--- config.mk ---
export PLATFORM = sky130hd
export DESIGN_NAME = mesh_term_rx
export DESIGN_NICKNAME = d
export VERILOG_FILES = /design/src/rtl/mesh_term_rx.sv
export SDC_FILE = /design/constraint.sdc
export NUM_CORES = 1
export LEC_CHECK = 0
export ABC_AREA = 1
export CAP_MARGIN = 10
export CORE_ASPECT_RATIO = 0.6
export CORE_MARGIN = 3
export CORE_UTILIZATION = 55
export CTS_BUF_LIST = sky130_fd_sc_hd__clkbuf_8
export CTS_CLUSTER_DIAMETER = 120
export CTS_CLUSTER_SIZE = 14
export DETAILED_ROUTE_END_ITERATION = 10
export GPL_ROUTABILITY_DRIVEN = 1
export PLACE_DENSITY = 0.75
export SYNTH_ARGS = -nofsm -noshare
export SYNTH_HDL_FRONTEND = slang
export SYNTH_SLANG_ARGS = --single-unit
--- constraint.sdc ---
create_clock -name clk -period 5.1 [get_ports clk]
set_input_delay 0.51 -clock clk [delete_from_list [all_inputs] [get_ports clk]]
set_output_delay 0.51 -clock clk [all_outputs]
set_load 0.005 [all_outputs]
--- src/rtl/mesh_term_rx.sv ---
// mesh_term_rx: terminal endpoint on one external mesh port.
// Pops packets from the mesh with a fall-through pop protocol and checks
// each packet's destination. Accepted packets go into a small FIFO, which a
// local consumer drains over valid/ready. Misrouted packets are dropped and
// counted in a saturating counter.
//
// Handshakes:
//   mesh side : mesh_data is valid while mesh_pndng=1. The block samples
//               mesh_data on the rising edge that ends a cycle with
//               mesh_pop=1, and the mesh advances its head on that same edge.
//               mesh_pop is never high while mesh_pndng=0.
//   rx side   : a transfer happens on every rising edge where rx_valid=1 and
//               rx_ready=1. rx_data and rx_bdcst hold steady while
//               rx_valid=1 and rx_ready=0.
module mesh_term_rx #(
  parameter int         pckg_sz    = 41,
  parameter int         fifo_depth = 8,
  parameter int         MY_ROW     = 0,
  parameter int         MY_COL     = 0,
  parameter logic [7:0] bdcst      = 8'hFF
) (
  input  logic               clk,
  input  logic               reset,
  input  logic               mesh_pndng,
  input  logic [pckg_sz-1:0] mesh_data,
  output logic               mesh_pop,
  output logic               rx_valid,
  output logic [pckg_sz-1:0] rx_data,
  output logic               rx_bdcst,
  input  logic               rx_ready,
  input  logic               clr_cnt,
  output logic [15:0]        pkt_cnt,
  output logic [15:0]        err_cnt,
  output logic [1:0]         dbg_state
);

  localparam int         AW      = $clog2(fifo_depth);
  localparam int         EW      = pckg_sz + 1;
  localparam logic [AW:0] DEPTH_L = (AW+1)'(fifo_depth);
  localparam logic [3:0] ROW_ID  = 4'(MY_ROW);
  localparam logic [3:0] COL_ID  = 4'(MY_COL);

  typedef enum logic [1:0] {
    ST_IDLE = 2'd0,
    ST_CAPT = 2'd1,
    ST_GAP  = 2'd2
  } state_t;

  state_t             state_q, state_d;
  logic               run_q, run_d;
  logic [pckg_sz-1:0] cap_q, cap_d;
  logic [EW-1:0]      mem_q [fifo_depth];
  logic [EW-1:0]      mem_d [fifo_depth];
  logic [AW-1:0]      wr_ptr_q, wr_ptr_d;
  logic [AW-1:0]      rd_ptr_q, rd_ptr_d;
  logic [AW:0]        cnt_q, cnt_d;
  logic [15:0]        pkt_cnt_q, pkt_cnt_d;
  logic [15:0]        err_cnt_q, err_cnt_d;

  logic               pop_en;
  logic               in_capt;
  logic               is_bc;
  logic               is_match;
  logic               wr_en;
  logic               drop_en;
  logic               rd_en;
  logic               wr_ok;
  logic               full;
  logic [AW:0]        occ_eff;
  logic [7:0]         cap_nj;
  logic [3:0]         cap_row;
  logic [3:0]         cap_col;
  logic [EW-1:0]      head;

  // Destination classification of the packet captured on the pop edge.
  always_comb begin
    cap_nj   = cap_q[pckg_sz-1 -: 8];
    cap_row  = cap_q[pckg_sz-9 -: 4];
    cap_col  = cap_q[pckg_sz-13 -: 4];
    in_capt  = (state_q == ST_CAPT);
    is_bc    = (cap_nj == bdcst);
    is_match = (cap_row == ROW_ID) && (cap_col == COL_ID);
    wr_en    = in_capt && (is_bc || is_match);
    drop_en  = in_capt && !(is_bc || is_match);
  end

  // Occupancy as seen by the intake decision. A write still pending in CAPT
  // counts as occupied, so a pop can never overrun the buffer.
  always_comb begin
    occ_eff = cnt_q + (AW+1)'(wr_en);
    full    = (occ_eff >= DEPTH_L);
  end

  // Intake FSM: IDLE pops one packet, CAPT classifies it and GAP lets the
  // mesh present its next head. run_q keeps the pop low until the first
  // clock edge after reset is released.
  always_comb begin
    state_d = state_q;
    run_d   = 1'b1;
    pop_en  = 1'b0;
    case (state_q)
      ST_IDLE: begin
        if (run_q && mesh_pndng && !full) begin
          pop_en  = 1'b1;
          state_d = ST_CAPT;
        end
      end
      ST_CAPT: state_d = ST_GAP;
      ST_GAP:  state_d = ST_IDLE;
      default: state_d = ST_IDLE;
    endcase
  end

  // The capture register loads on the same edge that ends the pop cycle.
  always_comb begin
    cap_d = cap_q;
    if (pop_en) begin
      cap_d = mesh_data;
    end
  end

  // FIFO next state. A write and a read in the same cycle both happen.
  // A write into a full buffer goes ahead only when that read frees a slot.
  always_comb begin
    mem_d    = mem_q;
    rd_en    = rx_valid && rx_ready;
    wr_ok    = wr_en && ((cnt_q != DEPTH_L) || rd_en);
    wr_ptr_d = wr_ptr_q + AW'(wr_ok);
    rd_ptr_d = rd_ptr_q + AW'(rd_en);
    cnt_d    = cnt_q + (AW+1)'(wr_ok) - (AW+1)'(rd_en);
    if (wr_ok) begin
      mem_d[wr_ptr_q] = {is_bc, cap_q};
    end
  end

  // Saturating counters. clr_cnt wins over an increment in the same cycle.
  always_comb begin
    pkt_cnt_d = pkt_cnt_q;
    err_cnt_d = err_cnt_q;
    if (clr_cnt) begin
      pkt_cnt_d = '0;
      err_cnt_d = '0;
    end else begin
      if (wr_ok && (pkt_cnt_q != 16'hFFFF)) begin
        pkt_cnt_d = pkt_cnt_q + 16'd1;
      end
      if (drop_en && (err_cnt_q != 16'hFFFF)) begin
        err_cnt_d = err_cnt_q + 16'd1;
      end
    end
  end

  // FSM and capture registers.
  always_ff @(posedge clk or negedge reset) begin
    if (!reset) begin
      state_q <= ST_IDLE;
      run_q   <= 1'b0;
      cap_q   <= '0;
    end else begin
      state_q <= state_d;
      run_q   <= run_d;
      cap_q   <= cap_d;
    end
  end

  // FIFO storage and pointers. Storage is cleared so rx_data reads 0 after reset.
  always_ff @(posedge clk or negedge reset) begin
    if (!reset) begin
      for (int i = 0; i < fifo_depth; i++) begin
        mem_q[i] <= '0;
      end
      wr_ptr_q <= '0;
      rd_ptr_q <= '0;
      cnt_q    <= '0;
    end else begin
      for (int i = 0; i < fifo_depth; i++) begin
        mem_q[i] <= mem_d[i];
      end
      wr_ptr_q <= wr_ptr_d;
      rd_ptr_q <= rd_ptr_d;
      cnt_q    <= cnt_d;
    end
  end

  // Counter registers.
  always_ff @(posedge clk or negedge reset) begin
    if (!reset) begin
      pkt_cnt_q <= '0;
      err_cnt_q <= '0;
    end else begin
      pkt_cnt_q <= pkt_cnt_d;
      err_cnt_q <= err_cnt_d;
    end
  end

  // Output mapping. The head entry is read straight from storage.
  always_comb begin
    head      = mem_q[rd_ptr_q];
    mesh_pop  = pop_en;
    rx_valid  = (cnt_q != '0);
    rx_data   = head[pckg_sz-1:0];
    rx_bdcst  = head[pckg_sz];
    pkt_cnt   = pkt_cnt_q;
    err_cnt   = err_cnt_q;
    dbg_state = state_q;
  end

endmodule
* Word-level counts from Yosys, hierarchy flattened
Index checks and enable logic that the tools add are counted.
** Word-level totals
- Output and inout bits :: 78
- Input port bits :: 46
- Flip-flop bits (word level) :: 422
** Operators by class
- Magnitude comparators :: 4
- Bitwise logic cells :: 2
- Add/sub/neg operators :: 7
- Equal/unequal tests :: 6
- Multiplexer cells :: 14
- Reduce and logical (&&, ||, !) cells :: 20
** Operators by type and width (number)
- bitwise mux 336 bit :: 1
- binary-select mux 42 bit (select 3 bit) :: 1
- demux 42 bit (select 3 bit) :: 1
- 2-to-1 mux 42 bit :: 3
- 2-to-1 mux 16 bit :: 4
- adder 16 x 1 -> 16 bit (second input constant) :: 2
- inequality test 16 bit (second input constant) :: 2
- greater-or-equal comparator 4 bit (second input constant) :: 3
- logical AND 1 bit :: 10
- adder 4 x 1 -> 4 bit :: 2
- == test 8 bit (second input constant) :: 1
- zero test 4 bit :: 2
- inverter 3 -> 4 bit :: 2
- adder 3 x 1 -> 3 bit :: 2
- less-than comparator 4 x 1 -> 1 bit (second input constant) :: 1
- inequality test 4 bit (second input constant) :: 1
- case mux 2 bit (2 select lines) :: 1
- nonzero test 2 bit :: 2
- nonzero test 4 bit :: 1
- subtractor 4 x 1 -> 4 bit :: 1
- == test 2 x 1 -> 1 bit (second input constant) :: 1
- zero test 1 bit :: 2
- zero test 2 bit :: 1
- logical OR 1 bit :: 2
- other kinds (3) :: 4

* Depth between registers and ports, before layout
Gate-level depths: netlist (run 1).
- Depth after elaboration :: 10
- Mapped depth :: 15
- Depth with buffers taken out :: 13

* Least setup slack after synthesis (run 1)
OpenSTA, ideal clock, no wires.
- Kind :: register -> output
- Start point :: register cap_q[34]
- End point :: output mesh_pop
- Path slack :: 2.632 ns
- Data arrival time :: 1.958 ns
- Stages on the path, launching flop included :: 13
- Data required time :: 4.590 ns
- Cells stage by stage :: dfrtp_1 > buf_2 > nand2_1 > nor2_1 > nand2_1 > clkinv_1 > nor2_1 > nor3_1 > ha_1 > a31oi_1 > nand3_1 > clkinv_1 > clkbuf_1
** On the way
- Longest elaborated chain between the ends :: 9
** RTL lines
- from (decl) :: line 51 : logic [pckg_sz-1:0] cap_q, cap_d;
- from (signal assigned) :: line 162 : cap_q <= cap_d;
- == test 8 bit :: line 81 : is_bc = (cap_nj == bdcst);
- logical OR 1 bit :: line 83 : wr_en = in_capt && (is_bc || is_match);
- logical AND 1 bit :: line 83
- adder 4 x 1 -> 4 bit :: line 90 : occ_eff = cnt_q + (AW+1)'(wr_en);
- greater-or-equal comparator 4 bit :: line 91 : full = (occ_eff >= DEPTH_L);
- zero test 1 bit :: line 103 : if (run_q && mesh_pndng && !full) begin
- logical AND 1 bit :: line 103
- 2-to-1 mux 1 bit :: line 103
- 2-to-1 mux 1 bit :: line 101 : case (state_q)
- to (decl) :: line 26 : output logic mesh_pop,
No other way between the ends.

* Worst setup path after layout (run 1)
- Start point :: register rd_ptr_q[0]
- End point :: output rx_data[18]
** On the way
- Longest elaborated chain between the ends :: 4
** RTL lines
- from (decl) :: line 55 : logic [AW-1:0] rd_ptr_q, rd_ptr_d;
- from (signal assigned) :: line 180 : rd_ptr_q <= rd_ptr_d;
- inverter 3 -> 4 bit (not written as such) :: line 198 : head = mem_q[rd_ptr_q];
- binary-select mux 42 bit (select 3 bit) :: line 198
- 2-to-1 mux 42 bit (not written as such) (2 in series) :: line 198
- to (decl) :: line 28 : output logic [pckg_sz-1:0] rx_data,
No other way between the ends. The select of a mux whose other input is x is not followed.

==> impl_summary.md, run 1 <==
Run status
The run finished with clean final reports.

Finish
0 antenna diodes ended up in the layout. The area growth from synthesis to final layout is 8.21%. The cell area after layout is 22400 µm².

The core utilization of the finished layout is 61.0%. For this run, the post-layout net count is 2701. Cells with a size suffix above 1 make up 3.86% of the layout.

Drt
In the final routed layout, each cell accounts on average for 19.5 µm. The first TritonRoute pass finished after 6 iterations. In the routed design, unresolved DRC markers number 0. The count of nets left with antenna violations after detail routing is 0. The starting DRC count in detailed routing is 2552.

The via count normalized by instance count is 5.88. The total via count after detailed routing is 18500. The final wirelength is 61400 µm.

Floorplanning
The total core area is 36700 µm². The initial standard-cell utilization of the core is 56.3%. The area enclosed by the die boundary is 40000 µm². The floorplan has 54 rows.

In this run the horizontal extent of the chip is 256 µm. In this run the vertical extent of the chip is 156 µm. 124 I/O pins were placed.

Min path
Along the worst hold path, the cell count comes to 3. In this run the worst hold path is classified as primary input to flip-flop. The worst hold path begins at mesh_data[0]. The endpoint of the worst hold-timing path is cap_q[0].

Placed design
Summing all placed instances gives a cell area of 21800 µm². The post-DP HPWL is 33700 µm. The last weighted congestion value of the routability-driven placer is 0.856. The count of input and output buffers is 123.

Timing
Setup repair after global routing left no endpoint under its margin. The relative slew slack is 21.7%. The final clock period utilization by the worst path is 82.5%.

After layout, the minimum clock period comes to 4.21 ns. Between clock sinks in the finished design, the worst skew comes to 0.0261 ns. For the pin with the worst max-slew slack, the measured transition is 1.18 ns. Setup violations remaining at the end of the flow were counted as 0.

The max-slew violation count is 0. Static timing analysis puts the maximum clock frequency at 0.238 GHz. The final hold violation count was 0. The sum of negative setup slack is 0 ns.

Worst setup path
The capturing element type of the critical path is an output port. The worst register-to-register path ends at mem_q[78]. Data on the critical path arrives at its endpoint at 3.70 ns. For flop-to-flop paths, the worst setup slack is 1.90 ns.

The nature of the critical path startpoint is a flip-flop. The critical path is of the flip-flop to output port type. The highest fanout seen on the critical path is 78. The length in cells of the worst reg-to-reg path is 9. The worst register-to-register path begins at cap_q[40]. The required time of the worst setup path is 4.59 ns.

Global routing
The maximum number of pins on one net before global-route repair is 174. The number of global-route vias before repair is 17800. The number of antenna violations at the first check in global routing is 0. The total overflow left after global routing is 0.

In the global route stage, overall resource usage came out at 30.7%. The wire length of the first global-routing pass is 99000 µm.

Clocking
The H-tree was split into 2 levels. The number of cells upsized or downsized after cts is 0. After clock tree synthesis, the clock-pin slew on the worst setup and hold paths is 0.09 ns. CTS placed an instance of sky130_fd_sc_hd__clkbuf_8 at the clock tree root. Counting every sink on the clock net gives 422. The number of hold buffers added after CTS was 1. The TritonCTS clock tree is built. The maximum root-to-sink buffer count is 3. The total CTS buffers is 36. At the later pin of the worst-skew pair, clock insertion delay measures 0.60 ns. Post-CTS timing repair inserted 0 buffers for setup.

Yosys
The most numerous cell in the Yosys netlist is sky130_fd_sc_hd__nand2_1. Ranked by instance count, the synthesized netlist is headed by sky130_fd_sc_hd__nand2_1 (1021), sky130_fd_sc_hd__dfrtp_1 (422), sky130_fd_sc_hd__nand3_1 (406), sky130_fd_sc_hd__nor2_1 (302), sky130_fd_sc_hd__clkbuf_1 (118). The number of warnings issued by yosys is 0. For this run, the register share of the synthesized area comes to 51.1%. The number of flops mapped to enable cells by yosys is 0.

In the post-synthesis netlist, the biggest area contributors are sky130_fd_sc_hd__dfrtp_1 (51%), sky130_fd_sc_hd__nand2_1 (19%), sky130_fd_sc_hd__nand3_1 (9.8%), sky130_fd_sc_hd__nor2_1 (5.5%), sky130_fd_sc_hd__o32ai_1 (3.6%). The flip-flop and latch count after synthesis is 422. For this run, the leading register cell type out of synthesis is sky130_fd_sc_hd__dfrtp_1. sky130_fd_sc_hd__dfrtp_1 takes more of the synthesized area than any other cell. The post-synth net total is 2730. The share of flip-flops with an asynchronous set or reset after synthesis is 100%. The synthesized instance count is 2669. The average footprint of a synthesized cell is 7.74 µm².

In this run the cell area of the synthesized design comes to 20700 µm². Yosys mapped the design onto 32 distinct sky130hd cell types. The area share of the leading cell type in the synthesized netlist is 51.1%.

Job
Across the run, the number of max-cap violations was 0.

Power
The worst-case IR drop observed on VDD is 0.000291 V. The leakage dissipation is 11.8 nW. The total power density per cell area is 456 nW/µm².
-- logic make-up after synthesis --
family	count (synthesis)	synth area share (%)
AO/OA/AOI/OAI	181	5.99
XOR/XNOR	17	0.720
adder cells (fa/ha/maj)	15	0.944
buffers and inverters	270	6.31
flip-flops	422	51.1
other	1	0.0181
AND/OR/NAND/NOR	1763	34.9
-- metrics by stage --
step / total power, mW / setup WS, ns / hold slack, ns / cells
after global placement: 8.28 / 1.64 / 0.447 / 3105
after CTS: 10.2 / 0.927 / 0.419 / 3148
after global routing: 10.8 / 0.750 / 0.444 / 3148
after detailed placement: 8.38 / 1.58 / 0.453 / 3105
after floorplan: 6.73 / 2.63 / 0.214 / 2669
final: 10.2 / 0.890 / 0.449 / 3148
-- layout by cell type (no fill, tap or decap), drive strengths merged, types with 3 or more instances in the layout --
master / instances
nand2: 1029
clkdlybuf4s50: 122
dfrtp: 422
xor2: 15
o21ai: 88
ha: 14
clkinv: 3
clkbuf: 38
buf: 35
nand3b: 7
a21oi: 3
nand4: 14
inv: 46
o32ai: 84
nor3: 3
nand3: 407
nor2: 303
o21bai: 3
-- how the worst max path moves through the flow --
stage / end / slack [ns] / cells past startpoint / start
5_1_grt: rx_data[21] / 0.75 / 7 / rd_ptr_q[0]
3_5_place_dp: rx_data[18] / 1.58 / 7 / rd_ptr_q[0]
6_report: rx_data[18] / 0.89 / 7 / rd_ptr_q[0]
2_1_floorplan: mesh_pop / 2.63 / 12 / cap_q[34]
4_1_cts: rx_data[18] / 0.93 / 7 / rd_ptr_q[0]
3_3_place_gp: rx_data[18] / 1.64 / 7 / rd_ptr_q[0]
-- flip-flops by register name (all words and copies together) (netlist names) --
| register | cells |
|---|---|
| cap_q | 41 |
| rd_ptr_q | 3 |
| wr_ptr_q | 3 |
| run_q | 1 |
| err_cnt | 16 |
| cnt_q | 4 |
| pkt_cnt | 16 |
| mem_q | 336 |
| dbg_state | 2 |
-- power breakdown --
group	leakage, nW	total, mW	internal (mW)	switching, mW
clock	0.295	1.81	0.681	1.13
sequential	5.80	4.60	3.75	0.850
combinational	5.74	3.80	1.46	2.33
total	11.8	10.2	5.89	4.32
-- worst max-delay path: stages, from the launching register on --
cell and delay (ns):
sky130_fd_sc_hd__dfrtp_4 0.82, sky130_fd_sc_hd__inv_4 0.73, sky130_fd_sc_hd__buf_4 0.44, sky130_fd_sc_hd__nor2_1 0.08, sky130_fd_sc_hd__o32ai_1 0.27, sky130_fd_sc_hd__nand2_1 0.10, sky130_fd_sc_hd__nand2_1 0.12, sky130_fd_sc_hd__clkdlybuf4s50_1 0.53
-- area by class of cell --
type                       instances  area (µm²)
fill                            3209       14300
multi-input combinational       1977        8870
sequential                       422       10600
clock inverter                     4        32.5
clock buffer                      38         523
tap                              504         631
inverter                          45         179
timing repair buffer             158        1560
-- routing by layer --
metal	vias to the layer above	part of all wire (%)	global-route usage (%)
met5	-	0	0
met4	0	2.5	9.19
li1	8535	-	-
met3	129	9.2	5.39
met1	8962	44	45.0
met2	887	45	47.0
Power figures use the tool's default switching activity.
==> run 2, diff against run 1 <==
Clock period 5.1 ns to 4 ns, I/O delays scaled along.
==> impl_summary.md, run 2 (same netlist as run 1, synthesis figures left out) <==
Finish
The area used by multi-input combinational logic is 8870 µm². The register with the most flip-flops in the layout has 336 of them. The largest registers in the layout are mem_q: 336 flops, cap_q: 41 flops.

The post-route netlist has 4.11% of its cells at a drive strength greater than 1. Counting the fill cells in the layout gives 3218. The final layout net count is 2708.

The number of antenna diodes in the final layout is 0. The register name with the most flops is mem_q. Relative to the synthesized area, the layout overhead comes to 8.75%. The register cell area after layout is 10600 µm². The leading cell type in the layout, fill and taps excluded is sky130_fd_sc_hd__nand2_1.

Leaving out fill and tap cells, the most frequent cells in the layout are sky130_fd_sc_hd__nand2_1 (1021), sky130_fd_sc_hd__dfrtp_1 (419), sky130_fd_sc_hd__nand3_1 (405).

Clocking
The buffer cell driving the clock tree root is sky130_fd_sc_hd__clkbuf_8. The number of setup buffers added after CTS is 0. CTS saw 422 sinks.

The clock reaches the later pin of the worst-skew pair after 0.60 ns. Clock-pin slew was measured on the worst setup and hold paths at 0.10 ns. The number of cells upsized or downsized after cts is 0. The number of H-tree levels is 2. The maximum root-to-sink buffer count is 3. The TritonCTS clock tree is built. The number of buffers added to fix hold violations after cts is 1. The total CTS buffers is 36.

Worst setup path
The required time of the worst setup path is 3.60 ns. Among all stages on the critical path, the largest delay is contributed by sky130_fd_sc_hd__dfrtp_4. The nature of the critical path startpoint is a flip-flop. The largest single stage delay on the critical path is 0.76 ns. Traced cell by cell, the critical path runs through inv_4 > buf_12 > nor2_1 > o32ai_1 > nand2_1 > nand2_1 > clkdlybuf4s50_1. The cell with the most instances on the worst path is sky130_fd_sc_hd__nand2_1. The worst setup path is captured at an output port. Counting both buffers and inverters, the worst setup path holds a total of 3. The data arrival at the endpoint of the critical path is 3.37 ns.

The critical path is of the flip-flop to output port type. Along the worst path, the maximum fanout reaches 58. Grouping stages by cell kind, the critical path spends the most delay in buffers and inverters.

Drt
The total via count after detailed routing is 18700. The first routing iteration left 2789 violations. Dividing the detail-routed wire length by the instance count gives 19.5 µm. For this run, design rule violations remaining after detail routing come to 0. The length of the first detailed-routing pass in iterations is 6. Once detail routing completed, the nets flagged for antenna violations numbered 0. The final wirelength is 61500 µm. The via count normalized by instance count is 5.92.

Timing
The final hold violation count is 0. Derived from the worst setup path, the maximum achievable clock frequency is 0.265 GHz. The sum of negative setup slack is 0 ns.

The time the worst path needs with I/O delays and setup is 3.77 ns. The max-slew violation count is 0. The minimum setup slack in the final design is 0.229 ns. Setup violations remaining at the end of the flow were counted as 0. In this run the tightest slew margin relative to its limit is 26.6%. Setup repair after global routing left no endpoint under its margin.

The slew at the pin with the worst max-slew slack is 1.09 ns. The worst path uses 94.3% of the clock period. Across the routed clock network, the largest skew measured is 0.0298 ns.

Floorplanning
The die is 156 µm tall. The area enclosed by the die boundary is 40000 µm². In this run the standard cell core region covers 36700 µm². The die width is 256 µm. The number of ports placed on the die boundary is 124.

For this configuration, the core starts out at a cell density of 56.3%. Row generation in the floorplan step produced 54 rows.

Power
The worst IR drop on VDD is 0.000436 V. The leakage dissipation is 11.9 nW. Dividing total power by cell area gives a power density of 582 nW/µm².

Global routing
Across every metal layer, demand over resource in global routing totals 30.7%. The total overflow reported by the global router is 0. The number of global-route vias before repair is 17900. The layer flagged by global routing as most heavily used is met2.

The number of antenna violations at the first check in global routing is 0. The maximum number of pins on one net before global-route repair is 157. For this run, global-route usage on met1 was measured as 44.3%. In the global route stage, met2 resource usage came out at 48.4%. The fraction of met3 tracks used by global routing is 5.19%. The first global-routing pass estimated 99000 µm of wire.

Run status
The run finished with clean final reports.

Job
The tool flagged a number of max-cap violations equal to 0.

Min path
The type of the worst min-delay path is primary input to flip-flop.

Placed design
The post-DP HPWL is 34800 µm. The last weighted congestion value of the routability-driven placer is 0.865. The setup slack at placement is 0.928 ns.

The count of input and output buffers is 123.
==> run 2: cell count changes in the layout (fill, tap and decap cells not counted), sizes merged <==
cell,before,now
clkinvlp,0,2
buf,35,42
clkbuf,38,37
==> run 2: metrics by stage <==
stage | area, µm² | cells | utilization [%] | hold WS [ns] | power [mW]
floorplan | 20700 | 2669 | - | 0.104 | 8.58
global placement | 21900 | 3112 | 59.7 | 0.448 | 10.6
detailed placement | 21900 | 3112 | 59.7 | 0.453 | 10.7
CTS | 22500 | 3156 | 61.3 | 0.297 | 13.0
global route | 22500 | 3156 | 61.3 | 0.313 | 13.9
finish | 22500 | 3156 | 61.3 | 0.326 | 13.1
==> run 2: path summary, 6_finish.rpt <==
kind                              start     endpoint  slack [ns]  depth (start not counted)
max reg2reg                   cap_q[40]   mem_q[276]        1.00                         10
min                        mesh_data[0]     cap_q[0]        0.33                          3
max                         rd_ptr_q[0]  rx_data[32]        0.23                          7
min reg2reg                   mem_q[55]    mem_q[55]        0.47                          2
min in group asynchronous         reset    cap_q[10]        0.46                          2
max in group asynchronous         reset    mem_q[69]        2.43                          3
==> run 2: power by group <==
part / total (mW) / switching (mW) / internal [mW]
Combinational: 4.90 / 3.00 / 1.90
Sequential: 5.87 / 1.09 / 4.78
Clock: 2.31 / 1.46 / 0.850
Total: 13.1 / 5.55 / 7.52
==> run 2: final cells by class <==
type,count,area share [%]
clock buffers,37,2.27
clock inverters,6,0.189
inverters,45,0.796
multi-input cells,1977,39.5
flip-flops and latches,422,47.0
well taps,504,2.81
repair buffers,165,7.47
==> run 2: layer usage <==
layer | wire, µm | share of wire (%)
met3 | 5840 | 9.5
met5 | 0 | 0
met1 | 26400 | 43
met4 | 1380 | 2.2
met2 | 27900 | 45
==> run 2: worst min-delay path, cell delays in order <==
cell,delay (ns)
sky130_fd_sc_hd__clkdlybuf4s50_1,0.40
sky130_fd_sc_hd__nand2_1,0.06
sky130_fd_sc_hd__nand2_1,0.04
==> run 3, diff against run 2 <==
Settings changed: SETUP_SLACK_MARGIN from default to 0.05.
==> results of run 3 <==
Final layout, timing and power as in run 2 (identical DEF).
